File: src/rtl/rxd_wrapper.sv
// UART 8N1 receiver that pairs consecutive bytes into 16-bit words.
// First byte lands in Data[15:8], second in Data[7:0]; valid/ack handshake out.
module rxd_wrapper #(
    parameter int CLKS_PER_BIT = 868,
    parameter int TIMEOUT_BITS = 20
) (
    input  logic        i_clk,
    input  logic        i_rst_n,
    input  logic        i_sdi,
    input  logic        i_ack,
    output logic [15:0] o_data,
    output logic        o_valid,
    output logic        o_overrun,
    output logic        o_framing_error,
    output logic        o_busy
);

    localparam int CW     = $clog2(CLKS_PER_BIT);
    localparam int TO_MAX = TIMEOUT_BITS * CLKS_PER_BIT;
    localparam int TW     = $clog2(TO_MAX + 1);

    localparam logic [CW-1:0] LAST      = CW'(CLKS_PER_BIT - 1);
    localparam logic [CW-1:0] HALF_LAST = CW'(CLKS_PER_BIT / 2 - 1);
    localparam logic [TW-1:0] TO_LAST   = TW'(TO_MAX - 1);

    localparam logic [1:0] ST_IDLE  = 2'd0;
    localparam logic [1:0] ST_START = 2'd1;
    localparam logic [1:0] ST_DATA  = 2'd2;
    localparam logic [1:0] ST_STOP  = 2'd3;

    logic [1:0]    r_sync;
    logic [1:0]    r_state;
    logic [CW-1:0] r_cnt;
    logic [2:0]    r_bit;
    logic [7:0]    r_shift;
    logic          r_idx;
    logic [7:0]    r_hi;
    logic [TW-1:0] r_to_cnt;
    logic          r_fe;
    logic [15:0]   r_data;
    logic          r_valid;
    logic          r_overrun;

    logic w_s_sdi;
    logic w_stop_sample;
    logic w_good;
    logic w_word_done;
    logic w_timeout;

    assign w_s_sdi       = r_sync[1];
    assign w_stop_sample = (r_state == ST_STOP) && (r_cnt == LAST);
    assign w_good        = w_stop_sample && w_s_sdi;
    assign w_word_done   = w_good && r_idx;
    assign w_timeout     = r_idx && (r_state == ST_IDLE) && (r_to_cnt == TO_LAST);

    assign o_data          = r_data;
    assign o_valid         = r_valid;
    assign o_overrun       = r_overrun;
    assign o_framing_error = r_fe;
    assign o_busy          = (r_state != ST_IDLE);

    // Two-flop synchroniser, preset high so reset looks like an idle line
    always_ff @(posedge i_clk or negedge i_rst_n) begin
        if (!i_rst_n) begin
            r_sync <= 2'b11;
        end else begin
            r_sync <= {r_sync[0], i_sdi};
        end
    end

    // Bit FSM: start detect, mid-bit sampling, early return to idle at mid-stop
    always_ff @(posedge i_clk or negedge i_rst_n) begin
        if (!i_rst_n) begin
            r_state <= ST_IDLE;
            r_cnt   <= '0;
            r_bit   <= '0;
            r_shift <= '0;
        end else begin
            case (r_state)
                ST_IDLE: begin
                    r_cnt <= '0;
                    if (!w_s_sdi) begin
                        r_state <= ST_START;
                    end
                end
                ST_START: begin
                    if (r_cnt == HALF_LAST) begin
                        r_cnt   <= '0;
                        r_bit   <= '0;
                        r_state <= w_s_sdi ? ST_IDLE : ST_DATA;
                    end else begin
                        r_cnt <= r_cnt + CW'(1);
                    end
                end
                ST_DATA: begin
                    if (r_cnt == LAST) begin
                        r_cnt   <= '0;
                        r_shift <= {w_s_sdi, r_shift[7:1]};
                        r_bit   <= r_bit + 3'd1;
                        if (r_bit == 3'd7) begin
                            r_state <= ST_STOP;
                        end
                    end else begin
                        r_cnt <= r_cnt + CW'(1);
                    end
                end
                default: begin
                    if (r_cnt == LAST) begin
                        r_cnt   <= '0;
                        r_state <= ST_IDLE;
                    end else begin
                        r_cnt <= r_cnt + CW'(1);
                    end
                end
            endcase
        end
    end

    // Byte pairing, half-word timeout and framing error pulse
    always_ff @(posedge i_clk or negedge i_rst_n) begin
        if (!i_rst_n) begin
            r_idx    <= 1'b0;
            r_hi     <= '0;
            r_to_cnt <= '0;
            r_fe     <= 1'b0;
        end else begin
            r_fe <= w_stop_sample && !w_s_sdi;
            if (w_stop_sample) begin
                if (w_s_sdi && !r_idx) begin
                    r_hi     <= r_shift;
                    r_idx    <= 1'b1;
                    r_to_cnt <= '0;
                end else begin
                    r_idx <= 1'b0;
                end
            end else if (r_state == ST_START) begin
                r_to_cnt <= '0;
            end else if (w_timeout) begin
                r_idx <= 1'b0;
            end else if (r_idx && (r_state == ST_IDLE)) begin
                r_to_cnt <= r_to_cnt + TW'(1);
            end
        end
    end

    // Output word register with valid/ack handshake and sticky overrun
    always_ff @(posedge i_clk or negedge i_rst_n) begin
        if (!i_rst_n) begin
            r_data    <= '0;
            r_valid   <= 1'b0;
            r_overrun <= 1'b0;
        end else if (w_word_done) begin
            if (!r_valid || i_ack) begin
                r_data    <= {r_hi, r_shift};
                r_valid   <= 1'b1;
                r_overrun <= 1'b0;
            end else begin
                r_overrun <= 1'b1;
            end
        end else if (r_valid && i_ack) begin
            r_valid   <= 1'b0;
            r_overrun <= 1'b0;
        end
    end

endmodule

File: config.mk
export PLATFORM = sky130hd
export DESIGN_NAME = rxd_wrapper
export DESIGN_NICKNAME = d
export VERILOG_FILES = /design/src/rtl/rxd_wrapper.sv
export SDC_FILE = /design/constraint.sdc
export NUM_CORES = 1
export LEC_CHECK = 0
export BUFFER_PORTS_ARGS = -buffer_cell sky130_fd_sc_hd__buf_2
export CELL_PAD_IN_SITES_DETAIL_PLACEMENT = 0
export CELL_PAD_IN_SITES_GLOBAL_PLACEMENT = 1
export CORE_ASPECT_RATIO = 0.8
export CORE_UTILIZATION = 30
export CTS_CLUSTER_SIZE = 12
export DETAILED_ROUTE_END_ITERATION = 8
export GPL_ROUTABILITY_DRIVEN = 0
export GPL_TIMING_DRIVEN = 1
export PLACE_DENSITY_LB_ADDON = 0.1
export SETUP_SLACK_MARGIN = 0.05
export SLEW_MARGIN = 15
export SYNTH_ARGS = -nofsm -noshare
export SYNTH_HDL_FRONTEND = slang
export SYNTH_SLANG_ARGS = --single-unit
File: constraint.sdc
create_clock -name i_clk -period 2.1 [get_ports i_clk]
set_input_delay 0 -clock i_clk [delete_from_list [all_inputs] [get_ports i_clk]]
set_output_delay 0 -clock i_clk [all_outputs]
set_load 0.01 [all_outputs]
==> results of run 1 <==
==> synthesized netlist by cell type (all sizes together), types with 2 or more instances <==
| cell | n |
|---|---|
| a21o | 2 |
| o311a | 2 |
| mux2 | 34 |
| a21oi | 2 |
| inv | 7 |
| clkbuf | 4 |
| nor2 | 23 |
| buf | 9 |
| o22ai | 3 |
| a221o | 7 |
| nor4 | 8 |
| nand2 | 8 |
| xnor2 | 4 |
| ha | 5 |
| o21ai | 3 |
| a32o | 2 |
| dfrtp | 66 |
| and2 | 2 |
| a211o | 4 |
| mux2i | 4 |
| and3 | 8 |
| nand4 | 9 |
| or2 | 3 |
| nor3b | 3 |
| and4 | 2 |
| or4 | 3 |
| xor2 | 5 |
| nand3 | 9 |
| a41oi | 2 |
| o211a | 2 |
| dfstp | 2 |
| nor2b | 3 |
==> per-stage QoR <==
| step | instance area [µm²] | util | setup slack [ns] | hold slack (ns) |
|---|---|---|---|---|
| floorplan | 3240 | - | 0.141 | -0.296 |
| global placement | 3620 | 0.349 | 0.195 | 0.0753 |
| detailed placement | 3620 | 0.349 | 0.158 | 0.0641 |
| CTS | 3960 | 0.382 | 0.148 | 0.259 |
| global route | 3960 | 0.382 | 0.0553 | 0.301 |
| finish | 3960 | 0.382 | 0.150 | 0.242 |
==> final cells by class <==
cell class,count,area share
Multi-Input combinational cell,177,0.360
Tap cell,140,0.0443
Clock inverter,6,0.0180
Clock buffer,10,0.0604
Sequential cell,68,0.431
Inverter,7,0.00664
Timing Repair Buffer,47,0.0797
==> per-layer routing <==
layer | vias to the layer above | wire length (µm) | track usage
met5 | - | 0 | 0
met4 | 0 | 125 | 0.0577
met3 | 13 | 196 | 0.0380
met1 | 1088 | 3680 | 0.191
li1 | 1072 | - | -
met2 | 31 | 2750 | 0.183
==> worst max-delay path: stages (launching register included) <==
cell and delay, ns:
dfrtp_1 0.38, ha_1 0.21, and4bb_1 0.34, nand4_1 0.14, or2_1 0.23, buf_4 0.21, mux2_1 0.33
==> state kept, by name (all words and copies together) (netlist names) <==
signal           cells
o_data              16
r_to_cnt            15
r_cnt               10
r_hi                 8
r_shift              8
r_bit                3
r_state              2
r_sync               2
o_framing_error      1
o_overrun            1
o_valid              1
r_idx                1
==> how the worst min path moves through the flow <==
stage	from	end	slack, ns	cells after the start
global route	i_rst_n	r_to_cnt[9]$_DFFE_PN0P_	0.30	2
CTS	i_rst_n	r_to_cnt[9]$_DFFE_PN0P_	0.26	2
detailed placement	i_rst_n	r_to_cnt[7]$_DFFE_PN0P_	0.06	1
floorplan	i_rst_n	o_data[0]$_DFFE_PN0P_	-0.30	0
global placement	i_rst_n	r_to_cnt[7]$_DFFE_PN0P_	0.08	1
finish	i_rst_n	r_to_cnt[9]$_DFFE_PN0P_	0.24	2
==> repair_timing <==
action | 4_1_cts | 5_1_grt
hold buffers | 3 | 0
endpoints found under the setup margin | 0 | 3
endpoints found under the hold margin | 25 | 0
gates resized for setup | 0 | 1
==> report_power, final <==
| part | leakage, µW | total (µW) | switching, µW | internal [µW] |
|---|---|---|---|---|
| Clock | 0.000145 | 1540 | 586 | 959 |
| Combinational | 0.000903 | 44.3 | 31.4 | 12.9 |
| Sequential | 0.000927 | 1320 | 3.07 | 1320 |
| Total | 0.00198 | 2910 | 620 | 2290 |
==> cell families (layout without fill, tap and decap cells) <==
logic type / count (synthesis) / after routing / synth area share
and+or+nand+nor: 91 / 91 / 0.174
xor gates and xnor gates: 9 / 9 / 0.0243
AOI/OAI and AO/OA: 34 / 34 / 0.0911
buffers and inverters: 20 / 70 / 0.0351
muxes: 38 / 38 / 0.130
adders and majority gates: 5 / 5 / 0.0193
DFF: 68 / 68 / 0.525
==> flow_metrics.tcl, run 1 <==
set metrics [dict create \
    synth_fp_nets 274 \
    synth_area_leader_cell "dfrtp_1" \
    numCtsBuffers 9 \
    crit_end "o_data[14]$_DFFE_PN0P_" \
    clockBufferDepth 2 \
    cp.required_ns 2.31 \
    dp_cells 436 \
    worstSetupStartpointType "register" \
    cts_tree "yes" \
    register_area_mm2 0.00170 \
    path_class "register to register" \
    cts_max_level 3 \
    leakagePower_uw 0.00198 \
    synthDominantCellAreaShare 0.509 \
    post_cts_buffers 0 \
    clock.fmax_mhz 513 \
    max-slew-margin-rel 0.571 \
    clock_latency_ns 0.33 \
    synth-seq-cells 68 \
    cp.arrival_ns 2.16 \
    vias 2204 \
    multi_input_area_mm2 0.00143 \
    ys_async_sr_fraction 1.00 \
    synthTopCellsByArea "dfrtp_1, mux2_2, mux2_1, nor2_1, ha_1" \
    die_w_um 118 \
    io_pins 24 \
    port_buffers 23 \
    clock-root-buffer "clkbuf_16" \
    maxCapViolations 0 \
    outcome "finished clean" \
    antenna_found_initial 0 \
    vdd_ir_drop_max_mv 0.334 \
    detail-route-antenna-nets 0 \
    grt_pass1_vias 2147 \
    core_area_mm2 0.0104 \
    synth_area_per_cell_um2 12.2 \
    crit_path_end_kind "register" \
    syn_area_mm2 0.00324 \
    nFillCells 1038 \
    synthFlopType "dfrtp_1" \
    first_iter_violations 66 \
    initial_core_util 0.313 \
    grt_first_pass_wirelength_mm 11.2 \
    grt_overflow 0 \
    ys_seq_area_frac 0.525 \
    finalNonFillerCells 455 \
    r2r_end "o_data[14]$_DFFE_PN0P_" \
    rrSetupSlack_ns 0.15 \
    grt_max_degree 45 \
    wl_per_cell_um 14.8 \
    cts_sinks 68 \
    crit_start "r_cnt[1]$_DFF_PN0_" \
    drt-pass1-iter-count 4 \
    yosysWarnings 0 \
    synthCells 265 \
    hpwl_mm 4.54 \
    final_common_cell "dfrtp_1" \
    r2r_cells 6 \
    synth.distinct_cells 59 \
    r2r-start "r_cnt[1]$_DFF_PN0_" \
    clk_pin_slew_worst_paths_ns 0.06 \
    rows 33 \
    fin_crit_sh 0.929 \
    via_per_inst 4.84 \
    worst_slew_pin_slew_ns 0.643 \
    remaining_drc_errors 0 \
    clock-skew-final_ns 0.00767 \
    diodes 0 \
    layout_common_cells "dfrtp_1, mux2_2, buf_2" \
    cp_max_fo 16 \
    dieArea_mm2 0.0112 \
    synth_edf_count 0 \
    track_usage 0.133 \
    synthToLayoutAreaGrowth_pct 22.0 \
    rsz0062_at_grt "no" \
    finalSetupViolations 0 \
    dieHeight_um 95.0 \
    slew_viol_final 0 \
    min_path_type "input port to asynchronous set/reset pin" \
    tns_ns 0 \
    power_uw 2910 \
    hold_violations 0 \
    powerDensity_mw_per_mm2 735 \
    layout_min_cycle_time_ns 1.95 \
    nets 319 \
    drive_gt1_frac 0.337 \
    routed_wl_mm 6.76 \
]
No activity file was read; power rests on OpenSTA's default activity.
==> inputs of run 2 (changes only) <==
--- a/config.mk
+++ b/config.mk
@@ -13,7 +13,7 @@
 export CTS_CLUSTER_SIZE = 12
 export DETAILED_ROUTE_END_ITERATION = 8
 export GPL_ROUTABILITY_DRIVEN = 0
-export GPL_TIMING_DRIVEN = 1
+export GPL_TIMING_DRIVEN = 0
 export PLACE_DENSITY_LB_ADDON = 0.1
 export SETUP_SLACK_MARGIN = 0.05
 export SLEW_MARGIN = 15
==> flow_metrics.tcl, run 2 (synthesized netlist as in run 1, its figures left out) <==
set metrics [dict create \
    outcome "finished clean" \
    cts_sinks 68 \
    layout_common_cells "dfrtp_1, buf_2, mux2_2" \
    fin_crit_sh 0.962 \
    initial_core_util 0.313 \
    largest_reg_flops 16 \
    clock-skew-final_ns 0.00611 \
    clock_latency_ns 0.33 \
    cp_cell_sequence "ha_2 > and4bb_2 > buf_4 > a41oi_1 > o21a_4 > buf_4 > a221o_2" \
    powerDensity_mw_per_mm2 728 \
    cp.arrival_ns 2.23 \
    hold_violations 0 \
    grt_overflow 0 \
    leakagePower_uw 0.00205 \
    synthToLayoutAreaGrowth_pct 26.5 \
    r2r_end "r_to_cnt[2]$_DFFE_PN0P_" \
    place_worst_setup_slack_ns -0.133 \
    swShare 0.206 \
    vdd_ir_drop_max_mv 0.406 \
    antenna_found_initial 0 \
    grt_max_degree 46 \
    cp_max_fo 4 \
    hpwl_mm 4.54 \
    clk_pin_slew_worst_paths_ns 0.06 \
    slew_viol_final 0 \
    remaining_drc_errors 0 \
    dieHeight_um 95.0 \
    cts_max_level 3 \
    wl_per_cell_um 15.0 \
    drive_gt1_frac 0.362 \
    max_stage_delay_ns 0.39 \
    diodes 0 \
    drt-pass1-iter-count 4 \
    seqPwrFrac 0.441 \
    crit_path_end_kind "register" \
    dr_wl_met3_um 244 \
    via_per_inst 4.84 \
    r2r-start "r_cnt[1]$_DFF_PN0_" \
    die_w_um 118 \
    clock.fmax_mhz 495 \
    met1_length_mm 3.68 \
    top_layer_used "met4" \
    first_iter_violations 112 \
    combPwrFrac 0.016 \
    worst_slew_pin_slew_ns 0.496 \
    nets 327 \
    maxCapViolations 0 \
    numCtsBuffers 9 \
    core_area_mm2 0.0104 \
    cts_tree "yes" \
    min_path_type "input port to asynchronous set/reset pin" \
    clkPwrFrac 0.543 \
    internal_power_uw 2370 \
    finalSetupViolations 0 \
    nFillCells 999 \
    hold_slack_ns 0.133 \
    clock-root-buffer "clkbuf_16" \
    vias 2243 \
    grt_first_pass_wirelength_mm 11.5 \
    dieArea_mm2 0.0112 \
    multi_input_area_mm2 0.00148 \
    worst_path_most_repeated_cell "buf_4" \
    rsz0062_at_grt "yes" \
    clockBufferDepth 2 \
    routed_wl_mm 6.97 \
    p_sw_uw 617 \
    cp.required_ns 2.31 \
    track_usage 0.136 \
    layout_min_cycle_time_ns 2.02 \
    grt_pass1_vias 2193 \
    rrSetupSlack_ns 0.08 \
    io_pins 24 \
    path_class "register to register" \
    utilization 0.396 \
    max-slew-margin-rel 0.669 \
    register_area_mm2 0.00170 \
    rows 33 \
    r2r_cells 7 \
    port_buffers 23 \
    detail-route-antenna-nets 0 \
    slowest_stage "dfrtp_1" \
    final_common_cell "dfrtp_1" \
    setup_slack_ns 0.0790 \
    worstSetupStartpointType "register" \
    met2_length_mm 2.96 \
]
run 2: layer usage:
| metal | GRT usage | vias to the layer above |
|---|---|---|
| met4 | 0.0502 | 0 |
| met2 | 0.197 | 30 |
| met3 | 0.0471 | 7 |
| met5 | 0 | - |
| li1 | - | 1094 |
| met1 | 0.186 | 1112 |
run 2: how the worst max path moves through the flow:
stage                            start                  endpoint  slack (ns)  cells past startpoint
finish              r_cnt[1]$_DFF_PN0_   r_to_cnt[2]$_DFFE_PN0P_        0.08                      7
global route        r_cnt[3]$_DFF_PN0_     o_data[7]$_DFFE_PN0P_       -0.02                      6
CTS                 r_cnt[1]$_DFF_PN0_  r_to_cnt[12]$_DFFE_PN0P_        0.05                      6
detailed placement  r_cnt[0]$_DFF_PN0_    o_data[15]$_DFFE_PN0P_       -0.13                      7
global placement    r_cnt[0]$_DFF_PN0_    r_shift[0]$_DFFE_PN0P_       -0.12                      5
floorplan           r_cnt[0]$_DFF_PN0_    o_data[10]$_DFFE_PN0P_        0.14                      7
run 2: per-stage QoR:
| stage | area [µm²] | cells | TNS [ns] | power (µW) |
|---|---|---|---|---|
| CTS | 4030 | 460 | 0 | 3040 |
| finish | 4100 | 463 | 0 | 2990 |
| floorplan | 3240 | 265 | 0 | 1350 |
| detailed placement | 3560 | 429 | -3.51 | 1390 |
| global route | 4100 | 463 | -0.0450 | 3110 |
| global placement | 3530 | 428 | -3.64 | 1380 |
run 2: final cells by class:
class | count | share of cell area
Buffer | 12 | 0.0265
Clock buffer | 10 | 0.0558
Clock inverter | 6 | 0.0216
Inverter | 7 | 0.00640
Multi-Input combinational cell | 177 | 0.360
Sequential cell | 68 | 0.415
Tap cell | 140 | 0.0427
Timing Repair Buffer | 43 | 0.0720
run 2: worst max-delay path: cells and delay by family (launching register included):
kind / cells / cell delay, ns
and+or+nand+nor: 1 / 0.29
AOI/OAI and AO/OA: 3 / 0.73
adders and majority gates: 1 / 0.22
DFF: 1 / 0.39
buffers and inverters: 2 / 0.27
run 2: power groups by stage:
| stage | Clock (µW) | Combinational (µW) | Sequential (µW) |
|---|---|---|---|
| 2_1_floorplan | 0 | 4.02 | 1340 |
| 3_3_place_gp | 0 | 37.9 | 1340 |
| 3_5_place_dp | 0 | 45.0 | 1340 |
| 4_1_cts | 1670 | 49.4 | 1320 |
| 5_1_grt | 1740 | 54.2 | 1320 |
| 6_report | 1620 | 47.1 | 1320 |
run 2: repair_timing:
item | CTS | global route
gates cloned | 0 | 0
endpoints found under the setup margin | 41 | 53
hold buffers | 3 | 0
endpoints found under the hold margin | 71 | 0
gates resized for setup | 7 | 13
pin swaps | 3 | 4
buffers inserted | 13 | 4
